===== src/rtl/epu_job_loader_if.sv =====
// rtl/epu_job_loader_if.sv - job-word stream, engine operand/handshake and result stream bundle
interface epu_job_loader_if;
  logic [31:0]  s_data;
  logic         s_valid;
  logic         s_last;
  logic         s_ready;
  logic [511:0] epu_sig;
  logic [255:0] epu_key;
  logic [255:0] epu_rhash;
  logic         epu_valid;
  logic         epu_ready;
  logic         epu_result;
  logic         r_valid;
  logic         r_ready;
  logic         r_pass;
  logic [1:0]   r_err;
  logic         busy;

  modport master (
    input  s_data, s_valid, s_last, epu_ready, epu_result, r_ready,
    output s_ready, epu_sig, epu_key, epu_rhash, epu_valid, r_valid, r_pass, r_err, busy
  );

  modport slave (
    output s_data, s_valid, s_last, epu_ready, epu_result, r_ready,
    input  s_ready, epu_sig, epu_key, epu_rhash, epu_valid, r_valid, r_pass, r_err, busy
  );
endinterface


===== src/rtl/epu_job_loader.sv =====
// rtl/epu_job_loader.sv - assembles a 32-word verify job, issues it to the engine, reports pass/err
// Optional completion timeout enabled by defining EPU_JOB_TIMEOUT_EN.
module epu_job_loader #(
  parameter int HOLDOFF_CYCLES = 16
`ifdef EPU_JOB_TIMEOUT_EN
  , parameter int TMO_W = 24
`endif
) (
  input  logic               axiclk,
  input  logic               resetn,
  epu_job_loader_if.master   bus
);
  localparam int HW = $clog2(HOLDOFF_CYCLES + 2);

  typedef enum logic [2:0] {
    S_HOLDOFF, S_LOAD, S_DRAIN, S_ISSUE, S_WAIT_DROP, S_WAIT_DONE, S_REPORT, S_RECOVER
  } state_t;

  state_t         r_state;
  logic [HW-1:0]  r_hold;
  logic [4:0]     r_k;
  logic           r_s_ready;
  logic [511:0]   r_sig;
  logic [255:0]   r_key;
  logic [255:0]   r_rhash;
  logic           r_epu_valid;
  logic           r_r_valid;
  logic           r_pass;
  logic [1:0]     r_err;
  logic           r_busy;
  logic           w_xfer;

`ifdef EPU_JOB_TIMEOUT_EN
  localparam logic [TMO_W-1:0] TMO_LAST = {TMO_W{1'b1}} - 1'b1;
  logic [TMO_W-1:0] r_tmo;
  logic             r_tmo_hit;
`endif

  assign w_xfer = bus.s_valid & r_s_ready;

  always_ff @(posedge axiclk) begin
    if (!resetn) begin
      r_state     <= S_HOLDOFF;
      r_hold      <= HW'(HOLDOFF_CYCLES);
      r_k         <= 5'd0;
      r_s_ready   <= 1'b0;
      r_sig       <= '0;
      r_key       <= '0;
      r_rhash     <= '0;
      r_epu_valid <= 1'b0;
      r_r_valid   <= 1'b0;
      r_pass      <= 1'b0;
      r_err       <= 2'b00;
      r_busy      <= 1'b0;
`ifdef EPU_JOB_TIMEOUT_EN
      r_tmo       <= '0;
      r_tmo_hit   <= 1'b0;
`endif
    end else begin
      r_epu_valid <= 1'b0;
      case (r_state)
        S_HOLDOFF: begin
          r_busy <= 1'b1;
          if (r_hold <= HW'(1)) begin
            r_state   <= S_LOAD;
            r_k       <= 5'd0;
            r_s_ready <= 1'b1;
            r_busy    <= 1'b0;
          end else begin
            r_hold <= r_hold - HW'(1);
          end
        end
        S_LOAD: if (w_xfer) begin
          if (!r_k[4])      r_sig[{r_k[3:0], 5'b0} +: 32]   <= bus.s_data;
          else if (!r_k[3]) r_key[{r_k[2:0], 5'b0} +: 32]   <= bus.s_data;
          else              r_rhash[{r_k[2:0], 5'b0} +: 32] <= bus.s_data;
          r_k    <= r_k + 5'd1;
          r_busy <= 1'b1;
          if (r_k == 5'd31) begin
            if (bus.s_last) begin
              r_state   <= S_ISSUE;
              r_s_ready <= 1'b0;
            end else begin
              r_state <= S_DRAIN;
            end
          end else if (bus.s_last) begin
            r_state   <= S_REPORT;
            r_s_ready <= 1'b0;
            r_r_valid <= 1'b1;
            r_pass    <= 1'b0;
            r_err     <= 2'b01;
          end
        end
        S_DRAIN: if (w_xfer && bus.s_last) begin
          r_state   <= S_REPORT;
          r_s_ready <= 1'b0;
          r_r_valid <= 1'b1;
          r_pass    <= 1'b0;
          r_err     <= 2'b01;
        end
        S_ISSUE: if (bus.epu_ready) begin
          r_epu_valid <= 1'b1;
          r_state     <= S_WAIT_DROP;
`ifdef EPU_JOB_TIMEOUT_EN
          r_tmo       <= '0;
`endif
        end
        // engine still shows the previous ready level here, so it is not trusted
        S_WAIT_DROP: r_state <= S_WAIT_DONE;
        S_WAIT_DONE: begin
          if (bus.epu_ready) begin
            r_state   <= S_REPORT;
            r_r_valid <= 1'b1;
            r_pass    <= bus.epu_result;
            r_err     <= 2'b00;
          end
`ifdef EPU_JOB_TIMEOUT_EN
          else if (r_tmo == TMO_LAST) begin
            r_tmo     <= r_tmo + 1'b1;
            r_state   <= S_REPORT;
            r_r_valid <= 1'b1;
            r_pass    <= 1'b0;
            r_err     <= 2'b10;
            r_tmo_hit <= 1'b1;
          end else begin
            r_tmo <= r_tmo + 1'b1;
          end
`endif
        end
        S_REPORT: if (bus.r_ready) begin
          r_r_valid <= 1'b0;
`ifdef EPU_JOB_TIMEOUT_EN
          if (r_tmo_hit) begin
            r_state   <= S_RECOVER;
            r_tmo_hit <= 1'b0;
          end else
`endif
          begin
            r_state   <= S_LOAD;
            r_k       <= 5'd0;
            r_s_ready <= 1'b1;
            r_busy    <= 1'b0;
          end
        end
        // the timed-out job's late result surfaces here and is dropped
        S_RECOVER: if (bus.epu_ready) begin
          r_state   <= S_LOAD;
          r_k       <= 5'd0;
          r_s_ready <= 1'b1;
          r_busy    <= 1'b0;
        end
        default: r_state <= S_HOLDOFF;
      endcase
    end
  end

  assign bus.s_ready   = r_s_ready;
  assign bus.epu_sig   = r_sig;
  assign bus.epu_key   = r_key;
  assign bus.epu_rhash = r_rhash;
  assign bus.epu_valid = r_epu_valid;
  assign bus.r_valid   = r_r_valid;
  assign bus.r_pass    = r_pass;
  assign bus.r_err     = r_err;
  assign bus.busy      = r_busy;
endmodule


===== src/flat_wrapper.sv =====
// flat-port wrapper written by rule: the top's interface ports become plain ports
module epu_job_loader_flat 
#(
  parameter int HOLDOFF_CYCLES = 16

)
  (axiclk, resetn, bus_s_data, bus_s_valid, bus_s_last, bus_epu_ready, bus_epu_result, bus_r_ready, bus_s_ready, bus_epu_sig, bus_epu_key, bus_epu_rhash, bus_epu_valid, bus_r_valid, bus_r_pass, bus_r_err, bus_busy);
  epu_job_loader_if bus_i ();
  input  logic axiclk;
  input  logic resetn;
  input wire logic [$bits(bus_i.s_data)-1:0] bus_s_data;
  input wire logic [$bits(bus_i.s_valid)-1:0] bus_s_valid;
  input wire logic [$bits(bus_i.s_last)-1:0] bus_s_last;
  input wire logic [$bits(bus_i.epu_ready)-1:0] bus_epu_ready;
  input wire logic [$bits(bus_i.epu_result)-1:0] bus_epu_result;
  input wire logic [$bits(bus_i.r_ready)-1:0] bus_r_ready;
  output wire logic [$bits(bus_i.s_ready)-1:0] bus_s_ready;
  output wire logic [$bits(bus_i.epu_sig)-1:0] bus_epu_sig;
  output wire logic [$bits(bus_i.epu_key)-1:0] bus_epu_key;
  output wire logic [$bits(bus_i.epu_rhash)-1:0] bus_epu_rhash;
  output wire logic [$bits(bus_i.epu_valid)-1:0] bus_epu_valid;
  output wire logic [$bits(bus_i.r_valid)-1:0] bus_r_valid;
  output wire logic [$bits(bus_i.r_pass)-1:0] bus_r_pass;
  output wire logic [$bits(bus_i.r_err)-1:0] bus_r_err;
  output wire logic [$bits(bus_i.busy)-1:0] bus_busy;
  assign bus_i.s_data = bus_s_data;
  assign bus_i.s_valid = bus_s_valid;
  assign bus_i.s_last = bus_s_last;
  assign bus_i.epu_ready = bus_epu_ready;
  assign bus_i.epu_result = bus_epu_result;
  assign bus_i.r_ready = bus_r_ready;
  assign bus_s_ready = bus_i.s_ready;
  assign bus_epu_sig = bus_i.epu_sig;
  assign bus_epu_key = bus_i.epu_key;
  assign bus_epu_rhash = bus_i.epu_rhash;
  assign bus_epu_valid = bus_i.epu_valid;
  assign bus_r_valid = bus_i.r_valid;
  assign bus_r_pass = bus_i.r_pass;
  assign bus_r_err = bus_i.r_err;
  assign bus_busy = bus_i.busy;
  epu_job_loader #(.HOLDOFF_CYCLES(HOLDOFF_CYCLES)) u_core (.axiclk(axiclk), .resetn(resetn), .bus(bus_i));
endmodule

===== config.mk =====
export PLATFORM = sky130hd
export DESIGN_NAME = epu_job_loader_flat
export DESIGN_NICKNAME = d
export VERILOG_FILES = /design/src/rtl/epu_job_loader_if.sv /design/src/rtl/epu_job_loader.sv /design/src/flat_wrapper.sv
export SDC_FILE = /design/constraint.sdc
export NUM_CORES = 2
export LEC_CHECK = 0
export CORE_AREA = 3 3 411 413
export CTS_BUF_LIST = sky130_fd_sc_hd__clkbuf_4 sky130_fd_sc_hd__clkbuf_8
export CTS_CLUSTER_SIZE = 40
export DETAILED_ROUTE_END_ITERATION = 16
export DIE_AREA = 0 0 414 416
export GPL_TIMING_DRIVEN = 0
export REMOVE_ABC_BUFFERS = 1
export SLEW_MARGIN = 20
export SYNTH_ARGS = -nofsm -noshare
export SYNTH_HDL_FRONTEND = slang
export SYNTH_SLANG_ARGS = --single-unit

===== constraint.sdc =====
create_clock -name axiclk -period 3.2 [get_ports axiclk]
set_input_delay 0.32 -clock axiclk [delete_from_list [all_inputs] [get_ports axiclk]]
set_output_delay 0.32 -clock axiclk [all_outputs]
set_load 0.03 [all_outputs]

* Word level (Yosys, flattened, before mapping) *
Index checks and enable logic that the tools add are counted.

operators by class
  add/subtract/negate cells = 4
  multiply operators = 0
  divide/modulo/power cells = 0
  magnitude comparators = 1
  equality and inequality tests = 18
  shift operators = 4
  mux-type cells = 47
  bitwise gates (word level) = 4
  reduce and logical (&&, ||, !) cells = 17

operators by type and width
  kind                       count
  $bwmux 256                 2
  $bwmux 512                 1
  $shift 32x11->512 const A  1
  $shiftx 32x11->512         1
  $shift 32x10->256 const A  1
  $shiftx 32x10->256         1
  $mux 3                     9
  $pmux 3 s8                 1
  $mux 5                     4
  $pmux 5 s4                 1
  $mux 1                     19
  $reduce_and 7->1           2
  $eq 3x3->1 const B         4
  $ne 2x2->1 const B         6
  $reduce_and 4->1           3
  $neg 9->11                 1
  $mux 2                     5
  $neg 8->10                 1
  $pmux 1 s4                 2
  $reduce_and 8->1           1
  $reduce_bool 4->1          2
  $eq 3x2->1 const B         2
  $ne 2x1->1 const B         3
  $pmux 2 s3                 1
  other kinds (18)           21

storage, ports and cells
  bits in registers = 1044
  latch bits = 0
  bits in writable memories = 0
  ROM bits = 0
  bits of input ports = 39
  output and inout bits = 1031
  word-level logic and storage cells = 107
  memories kept = 0

* Logic depth before layout (Yosys ltp) *
  depth in word-level cells = 4
  mapped depth = 13
  mapped depth without buffers = 8

* Worst setup path after synthesis *
Ideal clock, no wire load.

  path type = reg2reg
  start = register u_core.r_k[0]
  end = register u_core.r_sig[460], in the netlist u_core.bus.epu_sig[460]
  library setup time = 118 ps
  arrival = 2992 ps
  data required time = 3082 ps
  path slack = 90 ps
  stages on the path, launching flop included = 13
  path buffers = 5
  cells stage by stage = dfxtp_1 -> clkbuf_1 -> clkbuf_1 -> inv_1 -> ha_1 -> ha_1 -> buf_2 -> or4_1 -> or3_1 -> buf_6 -> buf_6 -> nand3_1 -> o21ai_2

between the ends
  longest elaborated chain between the ends = 3
  elaborated cells on any way between the ends = 4

RTL lines
  element                                                  RTL line              text
  start, declared                                          epu_job_loader.sv:21  logic [4:0] r_k;
  start signal, assigned                                   epu_job_loader.sv:77  r_k <= r_k + 5'd1;
  $neg 9->11 (*)                                           epu_job_loader.sv:74  if (!r_k[4]) r_sig[{r_k[3:0], 5'b0} +: 32] <= bus.s_data;
  $shiftx 32x11->512 or $shift 32x11->512 (tied branches)  epu_job_loader.sv:74
  $bwmux 512 (*)                                           epu_job_loader.sv:74
  end signal, assigned by index                            epu_job_loader.sv:74
  end, declared                                            epu_job_loader.sv:23  logic [511:0] r_sig;

Every way passes the cells marked *; elsewhere a longest branch is shown, timed or not.
A chain may end at the register's enable or synchronous reset.

* Worst setup path after layout *
  start = register u_core.r_k[0]
  end = register u_core.r_sig[455], in the netlist u_core.bus.epu_sig[455]

Same word-level chain as after synthesis.

==> flow_metrics.env <==
export IMPL_drt_iter0_drc=3247
export IMPL_power_mw=29.15
export IMPL_status="finished, final reports clean"
export IMPL_worst_setup_path_type="register to register"
export IMPL_fillCellCount=17000
export IMPL_cp_required_ns=4.00
export IMPL_startpoint_type="register"
export IMPL_die_w_um=414
export IMPL_grtUsageTotal_pct=20.65
export IMPL_drive_above_1_share_pct=10.55
export IMPL_clk_latency_ns=0.93
export IMPL_cts_buffer_depth=3
export IMPL_r2r_cells=9
export IMPL_antenna_found_initial=16
export IMPL_wl_per_cell_um=24.29
export IMPL_netlist_cell_type_count=56
export IMPL_irDropWorstVdd_v=0.0004063
export IMPL_wl_met2_um=88720
export IMPL_synth_ff_type="dfxtp_1"
export IMPL_final_area_um2=55420
export IMPL_post_synth_instance_area_um2=36730
export IMPL_p_leak_nw=18.95
export IMPL_arrival_ns=3.81
export IMPL_rows=149
export IMPL_dp_cells=7299
export IMPL_clkSlewWorstSetupHoldPaths_ns=0.06
export IMPL_cap_viol_max_count=0
export IMPL_drt_total_wl_um=186600
export IMPL_min_path_type="primary input to register"
export IMPL_swShare_pct=25.76
export IMPL_cts_inserted_buffers=182
export IMPL_synth_edff_count=0
export IMPL_area_growth_syn_to_layout_pct=50.88
export IMPL_worst_slack_ns=0.1841
export IMPL_internal_power_mw=21.64
export IMPL_yosysSeqAreaShare_pct=56.84
export IMPL_place_area_um2=50590
export IMPL_yosysWarnings=0
export IMPL_highest_layer="met4"
export IMPL_clock_sinks=1043
export IMPL_synthCells=4363
export IMPL_grt_pass1_vias=33300
export IMPL_r2r_slack_ns=0.18
export IMPL_io_pins=1070
export IMPL_core_um2=165200
export IMPL_finalCriticalPeriod_ns=3.016
export IMPL_grt_start_max_net_pins=130
export IMPL_ys_seq_elements=1043
export IMPL_synth_area_leaders="dfxtp_1 (57%), nand2_1 (9.4%), nand3_1 (8.7%)"
export IMPL_ff_latch_area_um2=20880
export IMPL_firstDrtPassIters=6
export IMPL_cp_endpoint="u_core.bus.epu_sig[455]"
export IMPL_drc_errors=0
export IMPL_via_per_inst=4.654
export IMPL_seqPwrFrac_pct=45.1
export IMPL_clkPwrFrac_pct=47.7
export IMPL_fin_skew_ns=0.04238
export IMPL_synth_avg_cell_area_um2=8.419
export IMPL_end_kind="register"
export IMPL_crit_fanout=42
export IMPL_p_switching_mw=7.510
export IMPL_cts_tree="done"
export IMPL_grt_overflow=0
export IMPL_r2r_end="u_core.bus.epu_sig[455]"
export IMPL_dieArea_um2=172200
export IMPL_antenna_left=0
export IMPL_fin_crit_sh_pct=94.25
export IMPL_nets=5397
export IMPL_multi_input_area_um2=14390
export IMPL_fin_cells=7683
export IMPL_synthArstFlopShare_pct=0
export IMPL_drt_met1_wl_um=73440
export IMPL_clockRootBuffer="clkbuf_8"
export IMPL_dp_final_hpwl_um=131500
export IMPL_finalMaxSlewViolations=0
export IMPL_setup_viol=0
export IMPL_timing_slew_headroom_pct=45.83
export IMPL_netlist_area_leader_share_pct=56.84
export IMPL_timing_fmax_mhz=331.6
export IMPL_pre_cts_ws_ns=-1.258
export IMPL_start_util_pct=22.24
export IMPL_htreeDepth=4
export IMPL_vias=35760
export IMPL_port_buffers=1068
export IMPL_worst_pin_slew_ns=0.8097
export IMPL_dr_wl_met3_um=14990
export IMPL_combPwrFrac_pct=7.3
export IMPL_hold_viol=0
export IMPL_grt_pass1_wl_um=254900
export IMPL_place_gp_congestion=0.7956
export IMPL_die_h_um=416
export IMPL_worstReg2RegStart="u_core.r_k[0]"
export IMPL_powerDensity_nw_per_um2=526.0
export IMPL_startpoint="u_core.r_k[0]"
export IMPL_synth_largest_area_cell="dfxtp_1"
-- stage by stage --
| step | setup TNS, ns | util [%] | hold slack [ns] |
|---|---|---|---|
| 2_1_floorplan | -4851.30 | - | 0.3819 |
| 3_3_place_gp | - | 29.26 | 0.4325 |
| 3_5_place_dp | -431.16 | 30.63 | 0.4437 |
| 4_1_cts | 0 | 33.50 | 0.005153 |
| 5_1_grt | -0.001059 | 33.55 | 0.06044 |
| 6_report | 0 | 33.55 | 0.1590 |
-- cells in the final DEF (no fill, tap or decap), types with 38 or more instances in the layout --
cell type	n
nand3_1	628
o21ai_1	98
clkbuf_8	232
nand2_1	917
mux2i_1	80
buf_16	38
clkbuf_4	54
o21ai_0	341
nor2_1	155
buf_4	43
a21oi_1	475
clkdlybuf4s50_1	1035
dfxtp_1	1042
-- layer usage --
metal / global-route usage [%] / vias up
met5: 0 / -
met4: 10.67 / 0
met3: 6.132 / 380
met2: 34.11 / 1553
met1: 24.21 / 17080
li1: - / 16740
-- cell families after synthesis --
kind of cell	count (synthesis)	share of synthesized area [%]
simple gates	1789	21.07
buf+inv	443	5.140
xor+xnor	6	0.1635
compound gates	989	14.18
mux	80	2.180
fa+ha+maj	12	0.4087
other cells	1	0.01021
flops	1043	56.84
-- power groups by stage --
stage	registers, mW	logic [mW]	clock network [mW]
3_3_place_gp	13.5	1.70	0
3_5_place_dp	13.4	1.97	0
6_report	13.1	2.12	13.9
2_1_floorplan	13.5	0.671	0
5_1_grt	13.1	2.24	14.8
4_1_cts	13.1	2.11	14.2
-- Yosys cell counts (30+ instances only) --
master       n
a21oi_1    475
buf_1       54
nand3_1    641
clkbuf_1   301
o21ai_2     30
buf_2       51
o21ai_0    341
mux2i_1     80
nand2_1    924
o21ai_1     98
nor2_1     163
dfxtp_1   1043
-- state kept, by name (all words and copies together), names as in the netlist, 3 cells and up --
signal / flops
u_core.bus.epu_key: 256
u_core.bus.epu_rhash: 256
u_core.bus.epu_sig: 512
u_core.r_hold: 5
u_core.r_k: 5
u_core.r_state: 3
-- critical path: stages (launching register included) --
cell     delay, ns
dfxtp_4       0.37
buf_16        0.18
inv_1         0.11
ha_4          0.18
ha_4          0.29
or4_1         0.59
or3_4         0.58
buf_16        0.25
nand3_1       0.17
o21ai_2       0.06
-- how the worst min path moves through the flow --
stage                                        end                   start  cells past startpoint  slack, ns
after floorplan                 u_core.r_hold[4]                  resetn                      1       0.38
after global placement    u_core.bus.epu_sig[23]  u_core.bus.epu_sig[23]                      2       0.43
after detailed placement  u_core.bus.epu_sig[13]  u_core.bus.epu_sig[13]                      2       0.44
after CTS                      u_core.bus.r_pass          bus_epu_result                      5      0.005
after global routing           u_core.bus.r_pass          bus_epu_result                      5       0.06
final                          u_core.bus.r_pass          bus_epu_result                      5       0.16
-- layout make-up --
type	count	area share [%]
Sequential cell	1043	37.68
Multi-Input combinational cell	2877	25.96
Timing Repair Buffer	1227	23.79
Clock buffer	286	6.493
Tap cell	2189	4.942
Clock inverter	38	0.9888
Inverter	15	0.1151
Antenna cell	8	0.03612
-- what timing repair did --
item | CTS | global route
cloned | 1 | 0
hold buffers | 33 | 0
gates resized for setup | 23 | 2
hold endpoints to repair | 846 | 0
pin swaps | 3 | 2
endpoints found under the setup margin | 996 | 34
buffers inserted | 13 | 5
(Power assumes the default switching activity.)
